--- src/rtl/mux_pkg.sv ---
// Shared definitions for the mux/arbiter family: select-mode encodings and a
// width helper for tools without $clog2.
package mux_pkg;

  localparam logic MODE_FIXED = 1'b0;
  localparam logic MODE_RR    = 1'b1;

  function automatic int clog2(input int value);
    int r;
    r = 0;
    while ((1 << r) < value) r++;
    return r;
  endfunction

endpackage

--- src/rtl/rr_pick.sv ---
// Combinational round-robin pick: the first requester at or after ptr,
// scanning upward and wrapping modulo N_CH. ptr must be below N_CH.
module rr_pick #(
  parameter int N_CH = 8,
  localparam int SELW = $clog2(N_CH)
) (
  input  logic [N_CH-1:0] req,
  input  logic [SELW-1:0] ptr,
  output logic [SELW-1:0] gnt_idx,
  output logic            gnt_vld
);

  logic [SELW-1:0] idx_tab [N_CH];
  logic [N_CH-1:0] rot_req;

  // rot_req[k] is the request of the channel k places after ptr
  generate
    for (genvar gi = 0; gi < N_CH; gi++) begin : g_rot
      logic [SELW:0] sum;
      assign sum = {1'b0, ptr} + (SELW+1)'(gi);
      assign idx_tab[gi] = (sum >= (SELW+1)'(N_CH)) ? SELW'(sum - (SELW+1)'(N_CH))
                                                     : sum[SELW-1:0];
      assign rot_req[gi] = req[idx_tab[gi]];
    end
  endgenerate

  always_comb begin
    gnt_vld = 1'b0;
    gnt_idx = '0;
    for (int k = N_CH - 1; k >= 0; k--) begin
      if (rot_req[k]) begin
        gnt_vld = 1'b1;
        gnt_idx = idx_tab[k];
      end
    end
  end

endmodule

--- src/rtl/mux_n_rr.sv ---
// N-channel registered multiplexer with valid/ready on every port; grant is
// either an external select or a fair round-robin scan.
module mux_n_rr
  import mux_pkg::*;
#(
  parameter int N_CH = 8,
  parameter int DW   = 8,
  localparam int SELW = $clog2(N_CH)
) (
  input  logic               clk,
  input  logic               rst_n,
  input  logic               mode,
  input  logic [SELW-1:0]    sel,
  input  logic [N_CH-1:0]    in_valid,
  input  logic [N_CH*DW-1:0] in_data,
  output logic [N_CH-1:0]    in_ready,
  output logic               out_valid,
  input  logic               out_ready,
  output logic [DW-1:0]      out_data,
  output logic [SELW-1:0]    out_ch
);

  localparam int NPAD = 1 << SELW;

  logic            out_valid_reg;
  logic [DW-1:0]   out_data_reg;
  logic [SELW-1:0] out_ch_reg;
  logic [SELW-1:0] ptr_reg;
  logic [SELW-1:0] ptr_next;

  logic            load_en;
  logic            xfer;
  logic [SELW-1:0] rr_idx;
  logic            rr_vld;
  logic [SELW-1:0] grant;
  logic            gnt_vld;

  // Pad to a full power of two so an out-of-range sel reads as "not valid"
  logic [NPAD-1:0] valid_pad;
  logic [DW-1:0]   data_pad [NPAD];

  generate
    for (genvar gi = 0; gi < NPAD; gi++) begin : g_pad
      if (gi < N_CH) begin : g_ch
        assign valid_pad[gi] = in_valid[gi];
        assign data_pad[gi]  = in_data[gi*DW +: DW];
      end else begin : g_none
        assign valid_pad[gi] = 1'b0;
        assign data_pad[gi]  = '0;
      end
    end
  endgenerate

  rr_pick #(.N_CH(N_CH)) u_pick (
    .req     (in_valid),
    .ptr     (ptr_reg),
    .gnt_idx (rr_idx),
    .gnt_vld (rr_vld)
  );

  assign load_en = !out_valid_reg || out_ready;

  always_comb begin
    grant   = sel;
    gnt_vld = valid_pad[sel];
    if (mode == MODE_RR) begin
      grant   = rr_idx;
      gnt_vld = rr_vld;
    end
  end

  generate
    for (genvar gi = 0; gi < N_CH; gi++) begin : g_rdy
      assign in_ready[gi] = rst_n && load_en && gnt_vld && (grant == SELW'(gi));
    end
  endgenerate

  assign xfer     = |in_ready;
  assign ptr_next = (grant == SELW'(N_CH - 1)) ? '0 : grant + SELW'(1);

  always_ff @(posedge clk) begin
    if (!rst_n) begin
      out_valid_reg <= 1'b0;
      out_data_reg  <= '0;
      out_ch_reg    <= '0;
      ptr_reg       <= '0;
    end else if (load_en) begin
      if (xfer) begin
        out_valid_reg <= 1'b1;
        out_data_reg  <= data_pad[grant];
        out_ch_reg    <= grant;
        if (mode == MODE_RR) ptr_reg <= ptr_next;
      end else begin
        out_valid_reg <= 1'b0;
      end
    end
  end

  assign out_valid = out_valid_reg;
  assign out_data  = out_data_reg;
  assign out_ch    = out_ch_reg;

endmodule

--- config.mk ---
export PLATFORM = sky130hd
export DESIGN_NAME = mux_n_rr
export DESIGN_NICKNAME = d
export VERILOG_FILES = /design/src/rtl/mux_pkg.sv /design/src/rtl/rr_pick.sv /design/src/rtl/mux_n_rr.sv
export SDC_FILE = /design/constraint.sdc
export NUM_CORES = 1
export LEC_CHECK = 0
export BUFFER_PORTS_ARGS = -buffer_cell sky130_fd_sc_hd__clkbuf_2
export CAP_MARGIN = 10
export CORE_UTILIZATION = 44
export DETAILED_ROUTE_END_ITERATION = 8
export PLACE_DENSITY = 0.89
export SETUP_SLACK_MARGIN = 0.5
export SLEW_MARGIN = 20
export SYNTH_ARGS = -nofsm -noshare
export SYNTH_HDL_FRONTEND = slang
export SYNTH_SLANG_ARGS = --single-unit
--- constraint.sdc ---
create_clock -name clk -period 4.3 [get_ports clk]
set_input_delay 1.075 -clock clk [delete_from_list [all_inputs] [get_ports clk]]
set_output_delay 1.075 -clock clk [all_outputs]
set_load 0.02 [all_outputs]
==> impl_results.md <==
* Post-synth top cells: nand3_1, mux2i_1, o21ai_0
* Min-delay worst type: register to register
* Worst Tran Pin Value at 0.8594 ns
* Ant. Diodes at 0
* Post-synth top area cell: mux4_2
* PwrDens at 807.1 nW/um^2
* Sequential power share at 0.070
* CP Capture Type: primary output
* Max cap viols at 0
* Worst path arrival time at 3.32 ns
* DP Worst Slack at -0.1320 ns
* Distinct cell type count after synthesis at 55
* Total global-route track usage at 0.2873
* FF-to-FF Start: ptr_reg[1]
* ANT nets after route at 0
* Number of global-route vias before repair at 2,709
* Cell Area, Placed at 3192 um^2
* CTS tree: yes
* Final Critical Period at 4.397 ns
* Switching Fraction at 0.5052
* Die footprint at 5573 um^2
* Average instance area after synthesis at 8.569 um^2
* Final WS setup at -0.09683 ns
* Slew margin rel. at 0.4244
* GR Overflow Total at 0
* Largest net degree at the start of global routing at 21
* Max FFs per register at 8
* Top-level I/O count at 99
* Static Leakage at 1.775 nW
* Clock root buffer master: clkbuf_8
* Drt initial violations at 438
* Ratio of cells with drive above 1 in the final layout at 0.6292
* Outcome: finished, violations left
* Top cell type's share of synthesized area at 0.1649
* Syn Inst Count at 271
* CTS Buf Count at 3
* Power Total at 3.234 mW
* Final period utilization at 1.023
* Post-DP HPWL at 5782 um
* Syn-to-layout area delta at 72.52%
* Clk pwr share at 0.035
* Site row count at 26
* First-pass GRT wire length at 12,300 um
* Remaining DRCs at 0
* Pins Over Slew Limit at 0
* Synth Warn # at 0
* Synth top area cells: mux4_2, dfxtp_1, mux2i_1, nand3_1, o21ai_0
* DR WL/cell at 20.68 um
* Comb pwr share at 0.895
* # H-tree levels at 1
* # hold bufs at CTS at 0
* Final setup viols at 6
* Final WL at 10,090 um
* Die width at 74.65 um
* Final core occ at 0.7844
* Clk_lat worst skew at 0.25 ns
* Total Neg Setup Slack at -0.3186 ns
* Initial antenna violation count at 0
* Critical path launch point: in_valid[7]
* Core ar. at 5107 um^2
* CTS Buffer Depth at 2
* Initial Util at 0.4547
* Synth Register Bits at 15
* Worst hold start: out_ch[1]
* Critical Path RT at 3.22 ns
* RSZ-0062 raised after global routing: true
* Die height at 74.65 um
* Crit Path Category: input port to primary output
* Post-layout instance area at 4006 um^2
* Max Fanout on Critical Path at 8
* Mapped cell area at 2322 um^2
* Dominant synthesized flop cell: dfxtp_1
* Port Buffer Count at 98
* Failing checks: negative setup slack
* Count of flip-flops with a built-in enable after synthesis at 0
* Count leader, synth: nand3_1
* Post-layout nets at 501
* Sw Pwr at 1.634 mW
* Detailed-route via count at 3,164
* Internal power at 1.600 mW
* Max Clk Rate at 227.4 MHz
* Peak supply drop at 0.0004216 V
* Vias per cell at 6.484
* Register area share after synthesis at 0.1293
* Worst-path clk slew at 0.06 ns
* Clock skew at 0.003900 ns
* Synth async-reset ratio at 0
* Worst Setup Start Kind: input port
* First drt pass iteration count at 6
* Hold violation count in the final report at 0
* # fillers at 291
* Syn Nets at 353
* RePlAce Congestion at 0.9282
* Sink Count at 15
-- worst paths after layout --
kind / slack, ns / cells past startpoint / end
worst max-delay path: -0.1 / 11 / in_ready[0]
worst min-delay path: 0.49 / 2 / out_ch[1]
worst max register to register: 0.45 / 17 / out_data[1]
worst min register to register: 0.49 / 2 / out_ch[1]
-- kinds of logic (layout without fill, tap and decap cells) --
logic type,after synthesis,count (layout),synth area share
compound gates,81,81,0.2365
xor+xnor,4,4,0.01509
simple gates,82,82,0.1805
flops,15,15,0.1293
mux,58,58,0.3610
fa+ha+maj,3,3,0.01617
buf+inv,28,175,0.06142
-- power groups by stage --
stage                     combinational (mW)  clock (mW)  sequential (mW)
after global placement                  2.04           0            0.217
final                                   2.90       0.113            0.225
after global routing                    3.01       0.122            0.229
after detailed placement                2.08           0            0.221
after CTS                               2.31       0.111            0.219
after floorplan                         1.51           0            0.262
-- metrics by stage --
stage          cells  hold WS [ns]
2_1_floorplan    271        0.5460
3_3_place_gp     459        0.4566
3_5_place_dp     459        0.4701
4_1_cts          466        0.4772
5_1_grt          488        0.5013
6_report         488        0.4948
-- layout by cell type (no fill, tap or decap), drive strengths merged, types with 2 or more instances in the layout --
master,n
a311oi,2
nor4,2
xnor2,2
a21oi,14
a31oi,2
mux2,15
mux2i,26
nand2b,4
nand2,16
o211ai,2
nor2,10
xor2,2
o21a,2
o211a,2
nand3,33
a211oi,12
inv,10
clkbuf,91
nor3,7
nor2b,5
mux4,17
ha,3
dfxtp,15
buf,74
o21ai,33
-- layer usage --
| metal | vias up | share of wire | global-route usage |
|---|---|---|---|
| li1 | 1344 | - | - |
| met2 | 268 | 0.49 | 0.4965 |
| met4 | 0 | 0.050 | 0.1258 |
| met5 | - | 0 | 0 |
| met1 | 1496 | 0.36 | 0.3628 |
| met3 | 56 | 0.096 | 0.03079 |
-- timing repair --
action,in CTS,in global routing
buffers inserted,3,20
resized for setup,53,80
cloned,0,2
setup endpoints to repair,10,22
pin swaps,16,22
-- area by class of cell --
class	instances	area, um^2	share of cell area
Sequential cell	15	300.3	0.07495
Clock buffer	4	45.04	0.01124
Tap cell	70	87.58	0.02186
Inverter	10	47.55	0.01187
Timing Repair Buffer	161	1216	0.3036
Multi-Input combinational cell	228	2310	0.5765
-- critical path, stage by stage --
cell and delay, ns:
buf_8 0.11, mux4_2 0.57, buf_6 0.16, nor2b_4 0.12, o21ai_2 0.17, o31ai_2 0.10
mux2_4 0.33, nor2_8 0.16, nand2_8 0.09, nor3_4 0.26, clkbuf_8 0.18
Note: power is estimated with default switching activity, not from simulation.
